[src/rtl/debounce_explicit_fsm.sv]
// Switch debouncer: 2-flop synchronizer feeding an explicit 4-state FSM with an
// N-bit down-counter; level is Moore-decoded, the rising-edge tick is Mealy.
module debounce_explicit_fsm #(
  parameter int N = 21
) (
  input  logic clk,
  input  logic rst_n,
  input  logic sw,
  output logic db_level,
  output logic db_tick
);

  typedef enum logic [1:0] {
    ZERO  = 2'd0,
    WAIT1 = 2'd1,
    ONE   = 2'd2,
    WAIT0 = 2'd3
  } state_e;

  state_e         state_q, state_d;
  logic [N-1:0]   cnt_q, cnt_d;
  logic [1:0]     sync_q;
  logic           sw_s;
  logic           cnt_zero;

  assign sw_s     = sync_q[1];
  assign cnt_zero = (cnt_q == '0);

  always_ff @(posedge clk or negedge rst_n) begin
    if (!rst_n) begin
      sync_q  <= 2'b00;
      state_q <= ZERO;
      cnt_q   <= '0;
    end else begin
      sync_q  <= {sync_q[0], sw};
      state_q <= state_d;
      cnt_q   <= cnt_d;
    end
  end

  // Every WAIT state leaves at cnt_q==0, so the decrement can never wrap.
  always_comb begin
    state_d = state_q;
    cnt_d   = cnt_q;
    unique case (state_q)
      ZERO: begin
        if (sw_s) begin
          cnt_d   = '1;
          state_d = WAIT1;
        end
      end
      WAIT1: begin
        if (!sw_s)         state_d = ZERO;
        else if (cnt_zero) state_d = ONE;
        else               cnt_d   = cnt_q - 1'b1;
      end
      ONE: begin
        if (!sw_s) begin
          cnt_d   = '1;
          state_d = WAIT0;
        end
      end
      WAIT0: begin
        if (sw_s)          state_d = ONE;
        else if (cnt_zero) state_d = ZERO;
        else               cnt_d   = cnt_q - 1'b1;
      end
      default: state_d = ZERO;
    endcase
  end

  always_comb begin
    db_level = (state_q == ONE) || (state_q == WAIT0);
    db_tick  = (state_q == WAIT1) && sw_s && cnt_zero;
  end

endmodule

[config.mk]
export PLATFORM = sky130hd
export DESIGN_NAME = debounce_explicit_fsm
export DESIGN_NICKNAME = d
export VERILOG_FILES = /design/src/rtl/debounce_explicit_fsm.sv
export SDC_FILE = /design/constraint.sdc
export NUM_CORES = 1
export LEC_CHECK = 0
export ABC_CLOCK_PERIOD_IN_PS = 2500
export CAP_MARGIN = 15
export CORE_ASPECT_RATIO = 2
export CORE_MARGIN = 2
export CORE_UTILIZATION = 30
export CTS_CLUSTER_DIAMETER = 150
export DETAILED_ROUTE_END_ITERATION = 10
export HOLD_SLACK_MARGIN = 0.06
export SLEW_MARGIN = 10
export SYNTH_ARGS = -nofsm -noshare
export SYNTH_HDL_FRONTEND = slang
export SYNTH_SLANG_ARGS = --single-unit
[constraint.sdc]
create_clock -name clk -period 2.5 [get_ports clk]
set_clock_uncertainty 0.05 [all_clocks]
set_input_delay 0.5 -clock clk [delete_from_list [all_inputs] [get_ports clk]]
set_output_delay 0.5 -clock clk [all_outputs]
set_load 0.1 [all_outputs]
==> results.py, run 1 <==
metrics = {
    "timing": {
        "fmax_mhz": 362.2,
        "fin_crit_sh_pct": 110.4,
        "setup_viol": 1,
        "period_minus_slack_ps": 2761,
        "hold_viol": 0,
        "holdWs_ps": 304.7,
        "rsz0062_at_grt": "yes",
        "worst_slew_pin_slew_ps": 568.4,
        "worst_slack_ps": -260.6,
        "slew_headroom_pct": 61.76,
        "drv_slew": 0,
    },
    "logic_synthesis": {
        "syn_avg_cell_area_um2": 9.318,
        "synthDominantCellAreaShare_pct": 41.70,
        "synthAdderAreaFrac_pct": 1.668,
        "postSynthCellCount": 161,
        "synthArstFlopShare_pct": 100.0,
        "synthSimpleGateAreaFrac_pct": 31.53,
        "synth_area_leaders": "dfrtp_1, or4_1, nand3_1",
        "synthMuxAreaShare_pct": 4.170,
        "dominantRegCellSynth": "dfrtp_1",
        "synth_top_family_by_area": "simple AND/OR/NAND/NOR gates",
        "synth.cell_area_um2": 1500,
        "synth-compound-area-share_pct": 14.26,
        "ys_top_cells_by_count": "dfrtp_1, nor2_1, nand3_1",
        "yosysWarnings": 0,
        "yosys_register_bits": 25,
        "synth_cell_types": 43,
        "synth_most_common_cell": "dfrtp_1",
        "synth_edf_count": 0,
        "synth_nets": 166,
        "synth_xor_area_share_pct": 1.168,
        "synth-seq-area-share_pct": 41.70,
        "yosys.area.top_type": "dfrtp_1",
    },
    "routing": {
        "drc": 0,
        "drt_iter0_drc": 28,
        "routed_wl_um": 3770,
        "viasPerCell": 5.514,
        "wl_per_cell_um": 15.39,
        "ant_nets": 0,
        "vias": 1351,
        "firstDrtPassIters": 4,
    },
    "power": {
        "power_w": 0.0008411,
        "peakVddDrop_v": 0.0003029,
        "powerDensity_nw_per_um2": 458.2,
        "p_leak_nw": 0.6527,
    },
    "clocking": {
        "numCtsBuffers": 3,
        "path_clk_slew_ps": 90,
        "cts-hold-fix-buffers": 0,
        "worstSkewPairLatency_ps": 270,
        "cts_tree": "done",
        "clock-sinks": 25,
        "ctsRootBufferMaster": "clkbuf_8",
        "htree_levels": 1,
        "cts.path.max_buffers": 2,
    },
    "grt": {
        "use_met3_pct": 1.724,
        "grt_pass1_wl_um": 6520,
        "first_global_vias": 1371,
        "globalRoute.busiestLayer": "met2",
        "grt_util_met2_pct": 28.48,
        "grt_max_degree": 26,
        "met1_usage_pct": 16.16,
        "grt_use_total_pct": 15.35,
        "antenna_found_initial": 0,
        "grt_overflow": 0,
    },
    "run": {
        "cap_violations": 0,
    },
    "cells_and_area": {
        "fin_cells": 245,
        "layout-drive-gt1-share_pct": 22.34,
        "nNetsFinal": 194,
        "fill_cells": 502,
        "ff_latch_area_um2": 625.6,
        "syn2layout_area_growth_pct": 22.35,
        "antenna_cells": 0,
        "multi_input_area_um2": 817.0,
    },
    "floorplan": {
        "initial_core_util_pct": 30.84,
        "fp-row-count": 36,
        "dieArea_um2": 5617,
        "io_pins": 5,
        "fp.dieW_um": 54.01,
        "dieHeight_um": 104.0,
        "core_area_um2": 4865,
    },
    "critical_path": {
        "path_class": "flip-flop to output pin",
        "cp_max_fo": 2,
        "cp_data_arrival_time_ps": 2210,
        "worst_setup_path_end_kind": "output pin",
        "cp_data_required_time_ps": 1950,
        "cp-start-kind": "flip-flop",
    },
    "run_status": {
        "status": "complete, but fails checks",
        "violations": "negative setup slack",
    },
    "placement": {
        "placed_cells": 241,
        "routabilityCongestion": 0.8326,
        "hpwl_um": 2878,
        "io_buffers": 4,
    },
    "min_path": {
        "hold_class": "flip-flop to flip-flop",
    },
}
-- path summary, 6_finish.rpt --
path                                       start               endpoint  slack, ps  cells after the start
setup reg to reg            cnt_q[3]$_DFFE_PN0P_  cnt_q[19]$_DFFE_PN0P_        150                      4
max in group asynchronous                  rst_n  cnt_q[10]$_DFFE_PN0P_       1600                      2
hold / removal               sync_q[0]$_DFF_PN0_    sync_q[1]$_DFF_PN0_        300                      0
hold reg to reg              sync_q[0]$_DFF_PN0_    sync_q[1]$_DFF_PN0_        300                      0
min in group asynchronous                  rst_n  cnt_q[19]$_DFFE_PN0P_        540                      2
setup / recovery           cnt_q[16]$_DFFE_PN0P_                db_tick       -260                      4
-- where the power goes --
part / total (W) / leakage, nW / switching, W / internal [W]
logic: 0.000132 / 0.389 / 0.0000720 / 0.0000603
clock network: 0.000240 / 0.0228 / 0.000126 / 0.000114
registers: 0.000469 / 0.241 / 0.0000337 / 0.000435
total: 0.000841 / 0.653 / 0.000232 / 0.000609
-- worst max-delay path: stages, from the launching register on --
cell,delay [ps]
dfrtp_1,380
or4_4,550
or4_4,580
nor4_4,200
buf_12,210
-- cells by family (layout without fill, tap and decap cells) --
kind of cell	after synthesis	in the layout
DFF	25	25
AOI/OAI and AO/OA	29	29
adders and majority gates	2	2
buffers and inverters	16	43
muxes	6	6
xor gates and xnor gates	2	2
and+or+nand+nor	81	81
-- sequential cells by signal, summed over array words and instances (netlist names), named ones only --
register and cells:
state_q 1, sync_q 2, cnt_q 21
-- what timing repair did --
action | 4_1_cts | 5_1_grt
setup endpoints to repair | 1 | 1
buffers inserted | 0 | 0
endpoints found under the hold margin | 0 | 0
pin swaps | 1 | 0
resized for setup | 3 | 0
-- layout by cell type, fill, tap and decap left out, types with 5 or more instances in the layout --
master / synthesis / routed
nor4_1: 7 / 6
o31ai_1: 6 / 6
or4_1: 11 / 9
nor3_1: 6 / 6
nand2_1: 9 / 9
dfrtp_1: 25 / 25
nor2_1: 15 / 15
buf_4: 1 / 27
inv_1: 9 / 9
or3_1: 5 / 5
nand3_1: 13 / 13
-- layer usage --
layer  vias to the layer above  routed length [um]
li1                        670                   -
met1                       666                1427
met2                         9                2227
met3                         6                  26
met4                         0                  89
met5                         -                   0
-- layout make-up --
cell class / instances / share of cell area, %
timing repair buffer: 30 / 13.22
sequential: 25 / 34.08
multi-input combinational: 120 / 44.51
clock buffer: 4 / 2.454
tap: 57 / 3.885
inverter: 9 / 1.840
-- per-stage QoR --
step                      setup TNS, ps  setup slack [ps]  cell area (um^2)  util, %
after global placement           -68.21            -68.21              1780    36.60
after CTS                        -289.6            -289.6              1836    37.73
after global routing             -315.4            -315.4              1836    37.73
after floorplan                  -727.9            -727.9              1515        -
after detailed placement         -73.14            -73.14              1780    36.60
final                            -260.6            -260.6              1836    37.73
(Power assumes the default switching activity.)
==> run 2: changes to the inputs <==
--- a/config.mk
+++ b/config.mk
@@ -7,3 +7,3 @@
 export LEC_CHECK = 0
-export ABC_CLOCK_PERIOD_IN_PS = 2500
+export ABC_CLOCK_PERIOD_IN_PS = 2830
 export CAP_MARGIN = 15
@@ -11,3 +11,3 @@
 export CORE_MARGIN = 2
-export CORE_UTILIZATION = 30
+export CORE_UTILIZATION = 40
 export CTS_CLUSTER_DIAMETER = 150
==> constraint.sdc (replaced) <==
create_clock -name clk -period 2.83 [get_ports clk]
set_clock_uncertainty 0.05 [all_clocks]
set_input_delay 0.283 -clock clk [delete_from_list [all_inputs] [get_ports clk]]
set_output_delay 0.283 -clock clk [all_outputs]
set_load 0.1 [all_outputs]
==> run 2 against run 1 <==
  * The run now ends clean
  * First-iteration DRC count increased by 29%
  * Setup slack improved by 390 ps
  * Non-clock buffer count decreased by 18
  * Combinational power decreased by 28%
  * Sequential share of layout area increased by 3.0 points
  * Count of clock-buffer cells in the layout decreased by 1
  * Utilization increased by 9.1 points
  * Hold slack improved by 4.1 ps
  * Total power decreased by 12%
  * Routed wire length decreased by 4.3%
  * Final cell count decreased by 11%
  * Critical endpoint unchanged
  * Largest power group unchanged
==> results.py, run 2 (synthesis gave the netlist of run 1 again) <==
metrics = {
    "cells_and_area": {
        "final_common_cell": "dfrtp_1",
        "top_register": "cnt_q",
        "reg_top3": "cnt_q (21), sync_q (2), state_q (1)",
        "fin_util_pct": 46.79,
        "fill_cells": 356,
        "antenna_cells": 0,
        "mostFrequentLayoutCells": "dfrtp_1, nor2_1, nand3_1",
        "fin_cells": 219,
        "layout-drive-gt1-share_pct": 14.12,
        "syn2layout_area_growth_pct": 12.51,
        "nNetsFinal": 176,
        "largest_reg_flops": 21,
    },
    "floorplan": {
        "dieArea_um2": 4286,
        "initial_core_util_pct": 41.59,
        "io_pins": 5,
        "dieHeight_um": 90.61,
        "fp.dieW_um": 47.31,
        "fp-row-count": 31,
        "core_area_um2": 3607,
    },
    "timing": {
        "fin_crit_sh_pct": 95.54,
        "rsz0062_at_grt": "no",
        "hold_viol": 0,
        "worst_slew_pin_slew_ps": 782.9,
        "slew_headroom_pct": 47.43,
        "fmax_mhz": 369.9,
        "period_minus_slack_ps": 2704,
        "setup_viol": 0,
        "drv_slew": 0,
    },
    "critical_path": {
        "regToRegStartpoint": "cnt_q[11]$_DFFE_PN0P_",
        "worst_setup_path_end_kind": "output pin",
        "path_depth": 4,
        "critPathSlowestCell": "or4_1",
        "critical-path-top-delay-family": "simple AND/OR/NAND/NOR gates",
        "r2r-end": "cnt_q[14]$_DFFE_PN0P_",
        "path_class": "flip-flop to output pin",
        "r2r_slack_ps": 400,
        "slowest_delay_ps": 650,
        "worst-path-buf-inv": 1,
        "cp_max_fo": 5,
        "cp_data_arrival_time_ps": 2370,
        "r2r_cells": 6,
        "cp-start-kind": "flip-flop",
        "cp_data_required_time_ps": 2500,
        "path_cells": "or4_1 -> or4_4 -> nor4_4 -> buf_12",
    },
    "routing": {
        "drc": 0,
        "viasPerCell": 5.991,
        "vias": 1312,
        "routed_wl_um": 3609,
        "drt_iter0_drc": 36,
        "firstDrtPassIters": 4,
        "ant_nets": 0,
        "wl_per_cell_um": 16.48,
    },
    "run": {
        "cap_violations": 0,
    },
    "clocking": {
        "ctsRootBufferMaster": "clkbuf_8",
        "clock-sinks": 25,
        "postCtsSetupBuffers": 0,
        "cts_tree": "done",
        "path_clk_slew_ps": 100,
        "htree_levels": 1,
        "numCtsBuffers": 3,
        "worstSkewPairLatency_ps": 280,
        "cts.path.max_buffers": 2,
        "cts-hold-fix-buffers": 0,
    },
    "power": {
        "peakVddDrop_v": 0.0002764,
        "powerDensity_nw_per_um2": 438.3,
        "power_w": 0.0007398,
        "p_leak_nw": 0.5718,
    },
    "min_path": {
        "hold_class": "flip-flop to flip-flop",
        "min_delay_path_depth": 0,
        "hold_end": "sync_q[1]$_DFF_PN0_",
        "hp-start": "sync_q[0]$_DFF_PN0_",
    },
    "grt": {
        "grt_max_degree": 26,
        "antenna_found_initial": 0,
        "grt_use_total_pct": 19.78,
        "first_global_vias": 1336,
        "grt_overflow": 0,
        "grt_pass1_wl_um": 6285,
    },
    "placement": {
        "routabilityCongestion": 0.8673,
        "placed_cells": 215,
        "io_buffers": 4,
        "hpwl_um": 2665,
    },
    "run_status": {
        "status": "completed",
    },
}
## run 2: cell count changes in the layout (fill, tap and decap cells not counted)
cell / previous run / this run
or4_2: 0 / 1
clkbuf_1: 1 / 0
or4_4: 4 / 2
clkinvlp_4: 0 / 1
buf_4: 27 / 9
or4_1: 9 / 10
## run 2: metal layers
metal  GRT usage, %  vias to the layer above  routed length, um
li1               -                      630                  -
met1          24.26                      651               1421
met2          32.09                       22               1984
met3          2.400                        9                 79
met4          9.491                        0                124
met5              0                        -                  0
## run 2: worst max path at each step
stage | to | from
2_1_floorplan | db_tick | cnt_q[18]$_DFFE_PN0P_
3_3_place_gp | db_tick | cnt_q[18]$_DFFE_PN0P_
3_5_place_dp | db_tick | cnt_q[18]$_DFFE_PN0P_
4_1_cts | db_tick | cnt_q[18]$_DFFE_PN0P_
5_1_grt | db_tick | cnt_q[18]$_DFFE_PN0P_
6_report | db_tick | cnt_q[18]$_DFFE_PN0P_
## run 2: power breakdown
part           leakage, nW  switching (W)  internal [W]
sequential           0.241      0.0000387      0.000384
clock               0.0217       0.000122      0.000100
combinational        0.309      0.0000517     0.0000427
## run 2: area by class of cell
cell class | count | area [um^2] | share of cell area [%]
multi-input combinational | 120 | 810.8 | 48.04
sequential | 25 | 625.6 | 37.06
timing repair buffer | 12 | 107.6 | 6.375
tap | 49 | 61.31 | 3.632
clock buffer | 3 | 41.29 | 2.446
inverter | 9 | 33.78 | 2.001
clock inverter | 1 | 7.507 | 0.4448
## run 2: repair_timing
action,in CTS,in global routing
hold endpoints to repair,0,0
resized for setup,0,1
endpoints found under the setup margin,0,1
## run 2: stage by stage
stage / instance area (um^2) / setup WS, ps / setup TNS, ps / hold WS [ps]
floorplan: 1515 / -180.9 / -180.9 / -62.59
global placement: 1635 / 370.0 / 0 / 283.3
detailed placement: 1635 / 352.1 / 0 / 291.8
CTS: 1684 / 38.43 / 0 / 314.9
global route: 1688 / 16.02 / 0 / 319.5
finish: 1688 / 126.2 / 0 / 308.8
